==> src/rtl/mem_pkg.sv <==
// Shared definitions for the load/store unit and its helpers.
//   - request size encodings (SIZE_*)
//   - RAM port operation codes (MEM_OP_*)
//   - load/store sequencer state type (lsu_state_t)
//   - helpers: misalignment test, size-to-write-op mapping
package mem_pkg;

  localparam logic [1:0] SIZE_B = 2'b00;
  localparam logic [1:0] SIZE_H = 2'b01;
  localparam logic [1:0] SIZE_W = 2'b10;
  localparam logic [1:0] SIZE_X = 2'b11;  // illegal

  localparam logic [1:0] MEM_OP_READ = 2'b00;
  localparam logic [1:0] MEM_OP_BYTE = 2'b01;
  localparam logic [1:0] MEM_OP_HALF = 2'b10;
  localparam logic [1:0] MEM_OP_WORD = 2'b11;

  typedef enum logic [2:0] {
    StIdle,
    StAcc0,
    StAcc1,
    StByteWr,
    StResp
  } lsu_state_t;

  // The RAM handles a half at offsets 0..2 and a word only at offset 0.
  function automatic logic is_misaligned(input logic [1:0] size, input logic [1:0] off);
    logic mis;
    case (size)
      SIZE_H:  mis = (off == 2'd3);
      SIZE_W:  mis = (off != 2'd0);
      default: mis = 1'b0;
    endcase
    return mis;
  endfunction

  function automatic logic [1:0] size_to_op(input logic [1:0] size);
    logic [1:0] op;
    case (size)
      SIZE_B:  op = MEM_OP_BYTE;
      SIZE_H:  op = MEM_OP_HALF;
      SIZE_W:  op = MEM_OP_WORD;
      default: op = MEM_OP_READ;
    endcase
    return op;
  endfunction

endpackage

==> src/rtl/lsu_load_align.sv <==
// Combinational load-data formatter.
//   lo_data      in  32  first access data (byte at the request address in [7:0])
//   hi_data      in  32  second access data (byte at the next word base in [7:0])
//   split        in  1   1: merge lo/hi; 0: lo_data is already right-justified
//   n0           in  3   bytes taken from lo_data when split (1..3)
//   size         in  2   load size
//   is_unsigned  in  1   zero-extend instead of sign-extend
//   rdata        out 32  extended result
module lsu_load_align
  import mem_pkg::*;
(
  input  logic [31:0] lo_data,
  input  logic [31:0] hi_data,
  input  logic        split,
  input  logic [2:0]  n0,
  input  logic [1:0]  size,
  input  logic        is_unsigned,
  output logic [31:0] rdata
);

  logic [31:0] merged;
  logic        sign_b;
  logic        sign_h;

  always_comb begin
    merged = lo_data;
    if (split) begin
      case (n0)
        3'd1:    merged = {hi_data[23:0], lo_data[7:0]};
        3'd2:    merged = {hi_data[15:0], lo_data[15:0]};
        3'd3:    merged = {hi_data[7:0], lo_data[23:0]};
        default: merged = lo_data;
      endcase
    end
  end

  assign sign_b = ~is_unsigned & merged[7];
  assign sign_h = ~is_unsigned & merged[15];

  always_comb begin
    case (size)
      SIZE_B:  rdata = {{24{sign_b}}, merged[7:0]};
      SIZE_H:  rdata = {{16{sign_h}}, merged[15:0]};
      default: rdata = merged;
    endcase
  end

endmodule

==> src/rtl/load_store_unit.sv <==
// Load/store unit: takes one CPU load/store at a time and sequences it onto a single
// byte-addressed RAM port, splitting misaligned accesses when enabled.
//   clk, rst                    clock, synchronous active-high reset
//   req_valid/req_ready         request handshake; request captured on accept
//   req_we/size/unsigned/addr/wdata  request fields
//   resp_valid/resp_rdata/resp_err   one-cycle completion pulse with load data or error
//   mem_addr/mem_chip_select/mem_op/mem_wdata  RAM port drive (all registered)
//   mem_rdata                   RAM read data, valid while selected with a read op
module load_store_unit
  import mem_pkg::*;
#(
  parameter int unsigned ADDR_W           = 15,
  parameter bit          SPLIT_MISALIGNED = 1'b1
) (
  input  logic              clk,
  input  logic              rst,
  input  logic              req_valid,
  output logic              req_ready,
  input  logic              req_we,
  input  logic [1:0]        req_size,
  input  logic              req_unsigned,
  input  logic [ADDR_W-1:0] req_addr,
  input  logic [31:0]       req_wdata,
  output logic              resp_valid,
  output logic [31:0]       resp_rdata,
  output logic              resp_err,
  output logic [ADDR_W-1:0] mem_addr,
  output logic              mem_chip_select,
  output logic [1:0]        mem_op,
  output logic [31:0]       mem_wdata,
  input  logic [31:0]       mem_rdata
);

  lsu_state_t        state_q, state_d;
  logic              we_q, we_d;
  logic [1:0]        size_q, size_d;
  logic              uns_q, uns_d;
  logic [ADDR_W-1:0] addr_q, addr_d;
  logic [31:0]       wdata_q, wdata_d;
  logic [1:0]        cnt_q, cnt_d;
  logic [31:0]       data0_q, data0_d;

  logic              resp_valid_q, resp_valid_d;
  logic [31:0]       resp_rdata_q, resp_rdata_d;
  logic              resp_err_q, resp_err_d;
  logic [ADDR_W-1:0] mem_addr_q, mem_addr_d;
  logic              mem_cs_q, mem_cs_d;
  logic [1:0]        mem_op_q, mem_op_d;
  logic [31:0]       mem_wdata_q, mem_wdata_d;

  logic              req_mis;
  logic              cur_mis;
  logic [1:0]        cnt_next;
  logic [1:0]        last_byte;
  logic [ADDR_W-3:0] next_word;
  logic [31:0]       align_rdata;

  assign req_ready = (state_q == StIdle) & ~rst;

  assign req_mis   = is_misaligned(req_size, req_addr[1:0]);
  assign cur_mis   = is_misaligned(size_q, addr_q[1:0]);
  assign cnt_next  = cnt_q + 2'd1;
  assign last_byte = (size_q == SIZE_H) ? 2'd1 : 2'd3;
  // Word index increment wraps naturally at the top of the address space.
  assign next_word = addr_q[ADDR_W-1:2] + (ADDR_W-2)'(1);

  // In ACC1 the first word is the one captured at the end of ACC0.
  lsu_load_align u_align (
    .lo_data     ((state_q == StAcc1) ? data0_q : mem_rdata),
    .hi_data     (mem_rdata),
    .split       (state_q == StAcc1),
    .n0          (3'd4 - {1'b0, addr_q[1:0]}),
    .size        (size_q),
    .is_unsigned (uns_q),
    .rdata       (align_rdata)
  );

  always_comb begin
    state_d      = state_q;
    we_d         = we_q;
    size_d       = size_q;
    uns_d        = uns_q;
    addr_d       = addr_q;
    wdata_d      = wdata_q;
    cnt_d        = cnt_q;
    data0_d      = data0_q;
    // Outputs are pulses/strobes: idle values unless a transition sets them.
    resp_valid_d = 1'b0;
    resp_rdata_d = '0;
    resp_err_d   = 1'b0;
    mem_addr_d   = '0;
    mem_cs_d     = 1'b0;
    mem_op_d     = MEM_OP_READ;
    mem_wdata_d  = '0;

    case (state_q)
      StIdle: begin
        if (req_valid) begin
          we_d    = req_we;
          size_d  = req_size;
          uns_d   = req_unsigned;
          addr_d  = req_addr;
          wdata_d = req_wdata;
          cnt_d   = 2'd0;
          if ((req_size == SIZE_X) || (req_mis && !SPLIT_MISALIGNED)) begin
            state_d      = StResp;
            resp_valid_d = 1'b1;
            resp_err_d   = 1'b1;
          end else if (req_mis && req_we) begin
            state_d     = StByteWr;
            mem_cs_d    = 1'b1;
            mem_op_d    = MEM_OP_BYTE;
            mem_addr_d  = req_addr;
            mem_wdata_d = {24'h0, req_wdata[7:0]};
          end else begin
            state_d     = StAcc0;
            mem_cs_d    = 1'b1;
            mem_op_d    = req_we ? size_to_op(req_size) : MEM_OP_READ;
            mem_addr_d  = req_addr;
            mem_wdata_d = req_we ? req_wdata : 32'h0;
          end
        end
      end

      StAcc0: begin
        if (!we_q && cur_mis) begin
          state_d    = StAcc1;
          data0_d    = mem_rdata;
          mem_cs_d   = 1'b1;
          mem_op_d   = MEM_OP_READ;
          mem_addr_d = {next_word, 2'b00};
        end else begin
          state_d      = StResp;
          resp_valid_d = 1'b1;
          resp_rdata_d = we_q ? 32'h0 : align_rdata;
        end
      end

      StAcc1: begin
        state_d      = StResp;
        resp_valid_d = 1'b1;
        resp_rdata_d = align_rdata;
      end

      StByteWr: begin
        if (cnt_q == last_byte) begin
          state_d      = StResp;
          resp_valid_d = 1'b1;
        end else begin
          cnt_d       = cnt_next;
          mem_cs_d    = 1'b1;
          mem_op_d    = MEM_OP_BYTE;
          mem_addr_d  = addr_q + ADDR_W'(cnt_next);
          mem_wdata_d = {24'h0, wdata_q[{cnt_next, 3'b000} +: 8]};
        end
      end

      StResp: state_d = StIdle;

      default: state_d = StIdle;
    endcase
  end

  always_ff @(posedge clk) begin
    if (rst) begin
      state_q      <= StIdle;
      we_q         <= 1'b0;
      size_q       <= SIZE_B;
      uns_q        <= 1'b0;
      addr_q       <= '0;
      wdata_q      <= '0;
      cnt_q        <= 2'd0;
      data0_q      <= '0;
      resp_valid_q <= 1'b0;
      resp_rdata_q <= '0;
      resp_err_q   <= 1'b0;
      mem_addr_q   <= '0;
      mem_cs_q     <= 1'b0;
      mem_op_q     <= MEM_OP_READ;
      mem_wdata_q  <= '0;
    end else begin
      state_q      <= state_d;
      we_q         <= we_d;
      size_q       <= size_d;
      uns_q        <= uns_d;
      addr_q       <= addr_d;
      wdata_q      <= wdata_d;
      cnt_q        <= cnt_d;
      data0_q      <= data0_d;
      resp_valid_q <= resp_valid_d;
      resp_rdata_q <= resp_rdata_d;
      resp_err_q   <= resp_err_d;
      mem_addr_q   <= mem_addr_d;
      mem_cs_q     <= mem_cs_d;
      mem_op_q     <= mem_op_d;
      mem_wdata_q  <= mem_wdata_d;
    end
  end

  assign resp_valid      = resp_valid_q;
  assign resp_rdata      = resp_rdata_q;
  assign resp_err        = resp_err_q;
  assign mem_addr        = mem_addr_q;
  assign mem_chip_select = mem_cs_q;
  assign mem_op          = mem_op_q;
  assign mem_wdata       = mem_wdata_q;

endmodule
==> config.mk <==
export PLATFORM = sky130hd
export DESIGN_NAME = load_store_unit
export DESIGN_NICKNAME = d
export VERILOG_FILES = /design/src/rtl/mem_pkg.sv /design/src/rtl/lsu_load_align.sv /design/src/rtl/load_store_unit.sv
export SDC_FILE = /design/constraint.sdc
export NUM_CORES = 1
export LEC_CHECK = 0
export CAP_MARGIN = 10
export CORE_UTILIZATION = 54
export DETAILED_ROUTE_END_ITERATION = 12
export GPL_TIMING_DRIVEN = 0
export HOLD_SLACK_MARGIN = 0.06
export PLACE_DENSITY_LB_ADDON = 0.1
export SYNTH_ARGS = -nofsm -noshare
export SYNTH_HDL_FRONTEND = slang
export SYNTH_SLANG_ARGS = --single-unit
==> constraint.sdc <==
create_clock -name clk -period 5 [get_ports clk]
set_input_delay 0.75 -clock clk [delete_from_list [all_inputs] [get_ports clk]]
set_output_delay 0.75 -clock clk [all_outputs]
set_load 0.05 [all_outputs]
==> metrics.log <==
INFO  metric standard_cell_row_count = 42
INFO  metric placement.setup.worst_slack = 1.73 ns
INFO  metric fp.dieH = 118 um
INFO  metric timing.setup.tns = 0 ns
INFO  metric start_util = 55.2%
INFO  metric floorplan.io_pins = 171
INFO  metric grt_max_degree = 17
INFO  metric finish.utilization = 74.0%
INFO  metric synth-edff-count = 0
INFO  metric synthXorXnorAreaFrac = 2.75%
INFO  metric synth_area_leader_cell = sky130_fd_sc_hd__dfxtp_1
INFO  metric postCtsResizedCells = 0
INFO  metric syn-num-nets = 957
INFO  metric fin_ws = 1.60 ns
INFO  metric synth.yosys.seq_area_share = 47.1%
INFO  metric finalNetCount = 1,145
INFO  metric antenna_found_initial = 0
INFO  metric placedInstanceArea = 9230 um^2
INFO  metric flow.area_growth_from_synthesis = 34.1%
INFO  metric h_tree_depth_reported_by_cts = 4
INFO  metric synth_adder_area_share = 1.98%
INFO  metric end_kind = register
INFO  metric global_route_wire_length_before_repair = 33,200 um
INFO  metric power.leakage = 3.55 nW
INFO  metric cts.path.max_buffers = 2
INFO  metric drive_above_1_share = 6.60%
INFO  metric final_hold_viol_count = 0
INFO  metric area_fraction_in_compound_gates_after_synthesis = 16.1%
INFO  metric gp_routability_congestion = 0.885
INFO  metric cts_buffers = 17
INFO  metric register_bit_total_from_synthesis = 172
INFO  metric post-dp-hpwl = 15,000 um
INFO  metric maxCapViolCount = 0
INFO  metric hold_buffers = 0
INFO  metric synthSimpleGateAreaFrac = 21.2%
INFO  metric rsz0062_at_grt = false
INFO  metric max_freq = 0.294 GHz
INFO  metric antennaDiodeCount = 0
INFO  metric slew_headroom = 37.0%
INFO  metric drtAntennaViolNets = 0
INFO  metric postSynthCellCount = 860
INFO  metric dr.pass1.iters = 5
INFO  metric post_synth_num_cell_types = 51
INFO  metric layout_min_cycle_time = 3.40 ns
INFO  metric layout.cells.most_common_list = sky130_fd_sc_hd__nand2_1 (225), sky130_fd_sc_hd__dfxtp_1 (172), sky130_fd_sc_hd__clkdlybuf4s50_1 (169)
INFO  metric cts.repair_timing.setup_buffer_count = 0
INFO  metric synth_top_family_by_area = simple AND/OR/NAND/NOR gates
INFO  metric grt_remaining_overflow = 0
INFO  metric ys_async_sr_fraction = 0%
INFO  metric grt_util_all_layers = 30.4%
INFO  metric yosys-mux-area-fraction = 6.16%
INFO  metric synth.area.top_cells = sky130_fd_sc_hd__dfxtp_1 (47%), sky130_fd_sc_hd__nand2_1 (12%), sky130_fd_sc_hd__a21oi_1 (9.3%), sky130_fd_sc_hd__mux4_2 (4.9%), sky130_fd_sc_hd__clkbuf_1 (2.7%)
INFO  metric finalSetupViolations = 0
INFO  metric post_drt_via_cell_ratio = 5.62
INFO  metric startpoint_to_endpoint_class_of_the_critical_path = reg -> reg
INFO  metric cts_sinks = 172
INFO  metric tightestPinTransition = 0.944 ns
INFO  metric post-synth-top-area-fraction = 47.1%
INFO  metric syn_area_per_cell = 8.50 um^2
INFO  metric drc = 0
INFO  metric drt-initial-drc-count = 788
INFO  metric worst_hold_path_type = reg -> reg
INFO  metric grt_pass1_vias = 6,430
INFO  metric floorplan.die.width = 118 um
INFO  metric cts_tree = built
INFO  metric ir_worst_vdd = 223 uV
INFO  metric finish.instance_area = 9810 um^2
INFO  metric finClkSkew = 0.00948 ns
INFO  metric critPathArrivalTime = 3.75 ns
INFO  metric port_buffers = 169
INFO  metric startpoint_type = register
INFO  metric run_status = completed
INFO  metric yosys_warnings = 0
INFO  metric clk_transition_reported_paths = 0.07 ns
INFO  metric syn_area = 7310 um^2
INFO  metric final_wl = 20,900 um
INFO  metric timing.final.max_slew_violations = 0
INFO  metric layout.cells.most_common = sky130_fd_sc_hd__nand2_1
INFO  metric clk_latency = 0.44 ns
INFO  metric clockRootBuffer = sky130_fd_sc_hd__clkbuf_16
INFO  metric post_drt_wl_per_cell = 16.9 um
INFO  metric num_vias = 6,955
INFO  metric p_per_area = 326 nW/um^2
INFO  metric cp.required = 5.35 ns
INFO  metric critical_path.max_fanout = 10
INFO  metric core_area = 13,200 um^2
INFO  metric layout_worst_path_cycle_share = 68.0%
INFO  metric synth_top_flop_cell = sky130_fd_sc_hd__dfxtp_1
INFO  metric dieArea = 14,000 um^2
[report_power, final]
part           switching, mW  leakage [nW]  internal [mW]
Combinational          0.286          1.88          0.188
Sequential            0.0278          1.40           1.42
Clock                  0.568         0.268          0.707
Total                  0.882          3.55           2.32
[routing by layer]
metal / vias up / GRT usage, % / part of all wire [%]
li1: 3310 / - / -
met1: 3275 / 38.4 / 41
met2: 325 / 50.8 / 49
met3: 45 / 5.55 / 7.7
met4: 0 / 13.8 / 2.7
met5: - / 0 / 0
[area by class of cell]
class,count,area (um^2)
multi-input combinational,606,3530
tap,176,220
timing repair buffer,169,1690
clock buffer,18,439
inverter,13,48.8
clock inverter,14,141
fill,1053,3440
buffer,69,295
sequential,172,3440
[metrics by stage]
step	hold slack [ns]	cells	power, mW
after floorplan	0.432	860	1.75
after global placement	0.441	1205	1.94
after detailed placement	0.444	1205	1.95
after CTS	0.453	1237	3.21
after global routing	0.466	1237	3.32
final	0.455	1237	3.20
[synth_stat cells, drive strengths merged, types with 3 or more instances]
cell type  number
a31oi           7
nor3            8
xor2           14
a22oi           8
dfxtp         172
and4            3
a32o            8
mux4           16
or3b            3
o21ai           8
inv            13
a222oi          4
mux2i           9
nor3b           5
xnor2           9
nor2           33
nand4           4
a32oi           3
buf            16
nand2         225
or3             3
o211ai          7
a21oi         136
ha             10
a211oi         11
nand2b          6
and2           27
nand3          22
clkbuf         53
[critical path: stages (launching register included)]
cell	delay, ns
sky130_fd_sc_hd__dfxtp_1	0.37
sky130_fd_sc_hd__buf_4	0.22
sky130_fd_sc_hd__buf_1	0.47
sky130_fd_sc_hd__clkbuf_1	0.49
sky130_fd_sc_hd__inv_1	0.16
sky130_fd_sc_hd__fa_1	0.52
sky130_fd_sc_hd__nand4b_1	0.35
sky130_fd_sc_hd__nor3_1	0.26
sky130_fd_sc_hd__xor2_1	0.17
sky130_fd_sc_hd__nand2_1	0.07
sky130_fd_sc_hd__a21oi_1	0.22
[flip-flops by register name, summed over array words and instances, names as in the netlist]
register and count:
mem_wdata 32, wdata_q 32, data0_q 32, cnt_q 2, resp_rdata 32, uns_q 1, resp_valid 1, addr_q 15
mem_chip_select 1, resp_err 1, size_q 2, we_q 1, mem_op 2, state_q 3, mem_addr 15
[path summary, 6_finish.rpt]
kind / startpoint / end / slack (ns) / depth (start not counted)
min: wdata_q[0] / wdata_q[0] / 0.46 / 2
min reg2reg: wdata_q[0] / wdata_q[0] / 0.46 / 2
max reg2reg: addr_q[1] / mem_addr[14] / 1.60 / 10
max: addr_q[1] / mem_addr[14] / 1.60 / 10
[cell families after synthesis]
kind of cell / after synthesis
buf+inv: 82
xor+xnor: 23
simple gates: 348
mux: 25
compound gates: 199
flops: 172
fa+ha+maj: 11
(Power assumes the default switching activity.)
